<file path="config.mk">
export PLATFORM = sky130hd
export DESIGN_NAME = iterative_multi_mode_shifter_flat
export DESIGN_NICKNAME = d
export VERILOG_FILES = /design/src/rtl/iterative_multi_mode_shifter_if.sv /design/src/rtl/iterative_multi_mode_shifter.sv /design/src/flat_wrapper.sv
export SDC_FILE = /design/constraint.sdc
export NUM_CORES = 1
export LEC_CHECK = 0
export ABC_AREA = 1
export CELL_PAD_IN_SITES_DETAIL_PLACEMENT = 1
export CELL_PAD_IN_SITES_GLOBAL_PLACEMENT = 1
export CORE_MARGIN = 2
export CORE_UTILIZATION = 30
export CTS_BUF_LIST = sky130_fd_sc_hd__clkbuf_4 sky130_fd_sc_hd__clkbuf_8
export DETAILED_ROUTE_END_ITERATION = 7
export GPL_TIMING_DRIVEN = 1
export PLACE_DENSITY = 0.81
export SYNTH_ARGS = -nofsm -noshare
export SYNTH_HDL_FRONTEND = slang
export SYNTH_SLANG_ARGS = --single-unit
export TNS_END_PERCENT = 10
</file>
<file path="constraint.sdc">
create_clock -name CLK -period 1.3 [get_ports CLK]
set_clock_uncertainty 0.05 [all_clocks]
set_input_delay 0.26 -clock CLK [delete_from_list [all_inputs] [get_ports CLK]]
set_output_delay 0.26 -clock CLK [all_outputs]
set_load 0.01 [all_outputs]
</file>
<file path="src/rtl/iterative_multi_mode_shifter_if.sv">
// Handshake and data bundle for the iterative multi-mode shifter.
// The master drives load/start controls; the slave returns data and status.
interface iterative_multi_mode_shifter_if #(
    parameter int WIDTH   = 8,
    parameter int SHAMT_W = 4
);
    logic               Load;
    logic [WIDTH-1:0]   din;
    logic               start;
    logic [2:0]         mode;
    logic [SHAMT_W-1:0] shamt;
    logic               ser_in;
    logic [WIDTH-1:0]   dout;
    logic               ser_out;
    logic               busy;
    logic               done;

    modport master (
        output Load, din, start, mode, shamt, ser_in,
        input  dout, ser_out, busy, done
    );

    modport slave (
        input  Load, din, start, mode, shamt, ser_in,
        output dout, ser_out, busy, done
    );
endinterface

</file>
<file path="src/rtl/iterative_multi_mode_shifter.sv">
// Shift/rotate register that moves one bit position per clock
// for a runtime step count, with start/busy/done sequencing.
module iterative_multi_mode_shifter #(
    parameter int WIDTH   = 8,
    parameter int SHAMT_W = 4
) (
    input logic                          CLK,
    input logic                          RST,
    iterative_multi_mode_shifter_if.slave bus
);
    typedef enum logic [1:0] {
        IDLE,
        SHIFT,
        DONE
    } state_t;

    state_t             state, state_nx;
    logic [SHAMT_W-1:0] cnt, cnt_nx;
    logic [2:0]         mode_q, mode_nx;
    logic [WIDTH-1:0]   data, data_nx;
    logic               ser, ser_nx;
    logic [WIDTH-1:0]   step_data;
    logic               step_ser;

    // Single-bit step for the captured mode; reserved modes hold.
    always_comb begin
        step_data = data;
        step_ser  = ser;
        case (mode_q)
            3'b000: begin
                step_data = {data[WIDTH-2:0], bus.ser_in};
                step_ser  = data[WIDTH-1];
            end
            3'b001: begin
                step_data = {bus.ser_in, data[WIDTH-1:1]};
                step_ser  = data[0];
            end
            3'b010: begin
                step_data = {data[WIDTH-1], data[WIDTH-1:1]};
                step_ser  = data[0];
            end
            3'b011: begin
                step_data = {data[WIDTH-2:0], data[WIDTH-1]};
                step_ser  = data[WIDTH-1];
            end
            3'b100: begin
                step_data = {data[0], data[WIDTH-1:1]};
                step_ser  = data[0];
            end
            default: begin
                step_data = data;
                step_ser  = ser;
            end
        endcase
    end

    always_comb begin
        state_nx = state;
        cnt_nx   = cnt;
        mode_nx  = mode_q;
        data_nx  = data;
        ser_nx   = ser;
        if (bus.Load) begin
            state_nx = IDLE;
            cnt_nx   = '0;
            data_nx  = bus.din;
        end else begin
            case (state)
                IDLE: begin
                    if (bus.start) begin
                        mode_nx  = bus.mode;
                        cnt_nx   = bus.shamt;
                        state_nx = (bus.shamt != '0) ? SHIFT : DONE;
                    end
                end
                SHIFT: begin
                    data_nx = step_data;
                    ser_nx  = step_ser;
                    cnt_nx  = cnt - SHAMT_W'(1);
                    if (cnt == SHAMT_W'(1)) begin
                        state_nx = DONE;
                    end
                end
                DONE: begin
                    state_nx = IDLE;
                end
                default: begin
                    state_nx = IDLE;
                end
            endcase
        end
    end

    always_ff @(posedge CLK or posedge RST) begin
        if (RST) begin
            state  <= IDLE;
            cnt    <= '0;
            mode_q <= '0;
            data   <= '0;
            ser    <= 1'b0;
        end else begin
            state  <= state_nx;
            cnt    <= cnt_nx;
            mode_q <= mode_nx;
            data   <= data_nx;
            ser    <= ser_nx;
        end
    end

    assign bus.dout    = data;
    assign bus.ser_out = ser;
    assign bus.busy    = (state != IDLE);
    assign bus.done    = (state == DONE);
endmodule

</file>
<file path="src/flat_wrapper.sv">
// flat-port wrapper written by rule: the top's interface ports become plain ports
module iterative_multi_mode_shifter_flat 
#(
    parameter int WIDTH   = 8,
    parameter int SHAMT_W = 4
)
  (CLK, RST, bus_Load, bus_din, bus_start, bus_mode, bus_shamt, bus_ser_in, bus_dout, bus_ser_out, bus_busy, bus_done);
  iterative_multi_mode_shifter_if #(.WIDTH(WIDTH), .SHAMT_W(SHAMT_W)) bus_i ();
  input logic CLK;
  input logic RST;
  input wire logic [$bits(bus_i.Load)-1:0] bus_Load;
  input wire logic [$bits(bus_i.din)-1:0] bus_din;
  input wire logic [$bits(bus_i.start)-1:0] bus_start;
  input wire logic [$bits(bus_i.mode)-1:0] bus_mode;
  input wire logic [$bits(bus_i.shamt)-1:0] bus_shamt;
  input wire logic [$bits(bus_i.ser_in)-1:0] bus_ser_in;
  output wire logic [$bits(bus_i.dout)-1:0] bus_dout;
  output wire logic [$bits(bus_i.ser_out)-1:0] bus_ser_out;
  output wire logic [$bits(bus_i.busy)-1:0] bus_busy;
  output wire logic [$bits(bus_i.done)-1:0] bus_done;
  assign bus_i.Load = bus_Load;
  assign bus_i.din = bus_din;
  assign bus_i.start = bus_start;
  assign bus_i.mode = bus_mode;
  assign bus_i.shamt = bus_shamt;
  assign bus_i.ser_in = bus_ser_in;
  assign bus_dout = bus_i.dout;
  assign bus_ser_out = bus_i.ser_out;
  assign bus_busy = bus_i.busy;
  assign bus_done = bus_i.done;
  iterative_multi_mode_shifter #(.WIDTH(WIDTH), .SHAMT_W(SHAMT_W)) u_core (.CLK(CLK), .RST(RST), .bus(bus_i));
endmodule
</file>
# Yosys cells after proc, flatten, opt, wreduce, memory -nomap -nowiden
# Index checks and enable logic that the tools add are counted.
# word_totals
ff_bits	18
output_inout_bits	11
inputBits	20
# classes
n_reduce_logical	17
n_bitwise	1
addsub	1
mux	12
eq_ne	10
# op_table
op	count
$pmux W8 S5	1
$mux W8	2
$reduce_and A3 Y1	3
$mux W2	4
$mux W4	2
$pmux W4 S2	1
$eq A3 B2 Y1 const B	2
$reduce_and A2 Y1	3
$reduce_bool A2 Y1	3
$reduce_bool A6 Y1	1
$reduce_bool A5 Y1	1
$eq A4 B1 Y1 const B	1
$pmux W2 S2	1
$reduce_bool A4 Y1	1
$sub A4 B1 Y4 const B	1
$eq A3 B1 Y1 const B	1
$eq A3 B3 Y1 const B	1
$logic_not A3 Y1	1
$ne A3 B2 Y1 const B	1
$ne A3 B3 Y1 const B	1
$reduce_bool A3 Y1	1
$reduce_or A3 Y1	1
$eq A2 B1 Y1 const B	1
$eq A2 B2 Y1 const B	1
5 further kinds	5

# Longest topological paths before layout
# Gate-level depths: netlist (run 1).
# logic_depth
ltp_word	5
ltp_mapped	9
ltp_nobuf	9

# Worst setup path before layout (run 1)
# OpenSTA, ideal clock, no wires.
# synth_path
path_type	reg-to-reg
startpoint	reg u_core.mode_q[1]
endpoint	reg u_core.data[2], in the netlist u_core.bus.dout[2]
period_less_slack_ns	1.211
setup_ns	0.124
t_arrival_ns	1.036
n_path_buf	1
path_slack_ns	0.089
stages_incl_launch_ff	8
cell_sequence	dfrtp_1 -> nor2_1 -> nand2_2 -> nand2_4 -> buf_12 -> nand2_1 -> nand3_1 -> nand3_1
# synth_via
elab_chain_cells	4
elab_cells_between_ends	10
cone_classes	eq/ne (4); mux (3); reduce/logical (3)
# synth_rtl
element	line	text
start: declaration	iterative_multi_mode_shifter.sv:19	logic [2:0] mode_q, mode_nx;
start signal: assignment	iterative_multi_mode_shifter.sv:104	mode_q <= mode_nx;
$eq A3 B3 Y1 (tied with other cells)	iterative_multi_mode_shifter.sv:29	case (mode_q)
$pmux W8 S5	iterative_multi_mode_shifter.sv:29	
$mux W8	iterative_multi_mode_shifter.sv:68	case (state)
$mux W8	iterative_multi_mode_shifter.sv:63	if (bus.Load) begin
end signal: assignment	iterative_multi_mode_shifter.sv:105	data <= data_nx;
end: declaration	iterative_multi_mode_shifter.sv:20	logic [WIDTH-1:0] data, data_nx;
# Parallel ways exist; a longest one is shown, timed or not. The select of a mux whose other input is x is not followed.
# A chain may end at the register's enable or synchronous reset.

# Final worst setup path (run 1)
# layout_path
startpoint	reg u_core.state[1]
endpoint	reg u_core.cnt[3]
# layout_via
elab_chain_cells	3
elab_cells_between_ends	7
cone_classes	eq/ne (2); mux (2); reduce/logical (3)
# layout_rtl
element	line	text
start: declaration	iterative_multi_mode_shifter.sv:17	state_t state, state_nx;
start signal: assignment	iterative_multi_mode_shifter.sv:102	state <= state_nx;
$eq A2 B1 Y1 or $logic_not A2 Y1 (tied branches)	iterative_multi_mode_shifter.sv:68	
$pmux W4 S2 (tied with other cells)	iterative_multi_mode_shifter.sv:68	
$mux W4 or $reduce_and A2 Y1 (tied branches)	-	
end signal: assignment	iterative_multi_mode_shifter.sv:103	cnt <= cnt_nx;
end: declaration	iterative_multi_mode_shifter.sv:18	logic [SHAMT_W-1:0] cnt, cnt_nx;
# Parallel ways exist; a longest one is shown, timed or not.

==> reports/qor.txt, run 1 <==
CTS Buffer Depth -> 2
Adder-Cell Fraction of Synth Area -> 0.0201
FMAX -> 0.709 GHz
Simple-Gate Fraction of Synth Area -> 0.372
Global route hottest layer -> met2
Slew Limit Fails -> 0
Fillers -> 528
Power density over cell area -> 1380 nW/um2
MaxCap Viol Count -> 0
Ports -> 31
Worst slew pin tran -> 0.253 ns
Seq cells post-synth -> 18
CP Data Arrival Time -> 1.56 ns
Total GRT Usage -> 0.177
Complex-gate fraction of the synthesized area -> 0.120
Final hold slack -> 0.271 ns
Clk sink count -> 18
Met2 usage -> 0.330
Dpl hpwl -> 2740 um
Outcome -> finished with violations
Vias in the first global route -> 1359
Startpoint types -> flip-flop
Setup slack after layout -> -0.110 ns
TritonRoute pass-1 iters -> 4
Buffers & Inverters on Critical Path -> 4
Layout cells sized above 1 -> 0.268
Dpl ws -> -0.286 ns
Peak supply drop -> 0.556 mV
First-pass GRT wire length -> 6090 um
Slew HR -> 0.831
Detailed-route wire length -> 3690 um
FF+latch area -> 450 um2
Port-buffer cells -> 30
CTS tree -> done
Multi-input gate area -> 704 um2
Critical path class -> reg -> reg
Area grow syn2layout -> 51.2%
Crit path top cell by count -> buf_6
Commonest non-fill, non-tap cell in the layout -> nand2_1
Die footprint -> 4670 um2
Netlist Area Pre-Place -> 1240 um2
CTS Hold Buffers Added -> 0
Seq/Total Area, Yosys -> 0.363
Reg clk slew, reported paths -> 0.07 ns
P_leak -> 0.000996 uW
Vias -> 1333
Initial DRC count -> 24
Die X -> 68.4 um
Post-layout min period -> 1.41 ns
CP Max Fanout -> 6
Mux contribution to synthesized area -> 0
DRT antenna net count -> 0
Yosys warns -> 0
Synthesized area per cell -> 6.94 um2
Starting density of the core -> 0.311
Largest family of logic cells by synthesized area -> simple AND/OR/NAND/NOR gates
Failing checks -> negative setup slack
Row count -> 23
Vias per inst -> 4.68
Initial antenna violation count -> 0
Final setup viols -> 13
Area of the core -> 4000 um2
Delay-heaviest family, CP -> flip-flops
Pin count of the biggest net entering global routing -> 19
CP max stage cell -> dfrtp_1
GR Util met1 -> 0.206
Total power -> 2590 uW
GRT overflow -> 0
Worst skew pair latency -> 0.26 ns
M3 GR Usage -> 0.0230
Mapped Nets -> 201
Number of H-tree levels -> 1
Endpoint type of the worst setup path -> flip-flop
WL/cell -> 12.9 um
DRC errors left -> 0
Hold Vio Cnt, Final -> 0
Critical path, cell by cell -> buf_6, inv_4, buf_6, buf_4, o21a_2, or2_1, nand2_1
Final Util -> 0.470
GPL Wtd Cong -> 0.861
Die height -> 68.4 um
Final nets -> 258
WP data required -> 1.45 ns
Period Utilization, post-route -> 1.08
Clock Root Buffer -> clkbuf_8
Synth cell types -> 25
Hold Path Class -> in -> async
Xor/xnor share of the synthesized area -> 0.00705
N_diodes -> 0
Max stage delay on crit path -> 0.41 ns
Mapped Cells -> 179
RSZ-0062 raised after global routing -> true
Commonest non-fill, non-tap cells in the layout -> 54 x nand2_1, 26 x inv_1, 19 x clkdlybuf4s50_1, 18 x buf_4, 18 x dfrtp_1
Number of buffers created by CTS -> 3
registers in the layout, indices dropped and copies added (netlist names):
| name | cells |
|---|---|
| u_core.state | 2 |
| u_core.mode_q | 3 |
| u_core.bus.dout | 8 |
| u_core.bus.ser_out | 1 |
| u_core.cnt | 4 |
worst reg2reg max path: stages, from the launching register on:
cell     delay [ns]
dfrtp_1        0.41
buf_6          0.14
inv_4          0.03
buf_6          0.11
buf_4          0.12
o21a_2         0.23
or2_1          0.21
nand2_1        0.06
routing by layer:
layer | up-vias | wire length [um]
met4 | 0 | 73
met1 | 626 | 1640
li1 | 669 | -
met2 | 31 | 1820
met3 | 7 | 154
met5 | - | 0
where the power goes:
| group | leakage [uW] | switching (uW) | internal (uW) | total (uW) |
|---|---|---|---|---|
| combinational | 0.000746 | 741 | 585 | 1330 |
| clock | 0.0000288 | 204 | 270 | 474 |
| sequential | 0.000221 | 103 | 690 | 793 |
synthesized netlist by cell type (all sizes together):
| library cell | instances | area share |
|---|---|---|
| o21a | 1 | 0.0060 |
| nand4 | 1 | 0.0050 |
| dfrtp | 18 | 0.36 |
| nand3 | 16 | 0.079 |
| o21ai | 14 | 0.068 |
| nand2 | 66 | 0.23 |
| xor2 | 1 | 0.0071 |
| a21oi | 5 | 0.023 |
| a31o | 1 | 0.0071 |
| nor2 | 17 | 0.057 |
| buf | 2 | 0.025 |
| inv | 31 | 0.094 |
| ha | 2 | 0.020 |
| o22ai | 3 | 0.015 |
| or2 | 1 | 0.0050 |
per-stage QoR:
| step | instances | area (um2) | TNS [ns] |
|---|---|---|---|
| 6_report | 285 | 1880 | -0.702 |
| 3_5_place_dp | 277 | 1720 | -4.52 |
| 3_3_place_gp | 277 | 1720 | -3.42 |
| 5_1_grt | 285 | 1880 | -2.09 |
| 4_1_cts | 285 | 1840 | -0.703 |
| 2_1_floorplan | 179 | 1240 | 0 |
cells by family (layout without fill, tap and decap cells):
group	after synthesis	in the layout
simple gates	101	101
fa+ha+maj	2	2
compound gates	24	24
xor+xnor	1	1
flops	18	18
buf+inv	33	89
timing repair:
action,in CTS,in global routing
pin swaps,8,6
endpoints found under the setup margin,27,20
resized for setup,32,14
buffers inserted,4,1
area by class of cell:
cell class,count,share of cell area
Multi-Input combinational cell,128,0.375
Timing Repair Buffer,54,0.256
Sequential cell,18,0.240
Inverter,31,0.0660
Tap cell,50,0.0333
Clock buffer,4,0.0293
final timing paths:
kind / startpoint / end / slack [ns] / depth (start not counted)
setup / recovery: u_core.state[1]$_DFFE_PP0P_ / u_core.cnt[3]$_DFFE_PP0P_ / -0.11 / 7
hold / removal: RST / u_core.cnt[0]$_DFFE_PP0P_ / 0.27 / 3
setup reg to reg: u_core.state[1]$_DFFE_PP0P_ / u_core.cnt[3]$_DFFE_PP0P_ / -0.11 / 7
hold reg to reg: u_core.bus.ser_out$_DFFE_PP0P_ / u_core.bus.ser_out$_DFFE_PP0P_ / 0.50 / 2
max in group asynchronous: RST / u_core.bus.dout[0]$_DFFE_PP0P_ / 0.73 / 3
min in group CLK: u_core.bus.ser_out$_DFFE_PP0P_ / u_core.bus.ser_out$_DFFE_PP0P_ / 0.50 / 2
(Power assumes the default switching activity.)
==> run 2: changes to the inputs <==
Settings changed: ABC_CLOCK_PERIOD_IN_PS set to 1300, CAP_MARGIN set to 20.
==> results of run 2 <==
No change in the layout: final DEF, timing and power equal those of run 1.
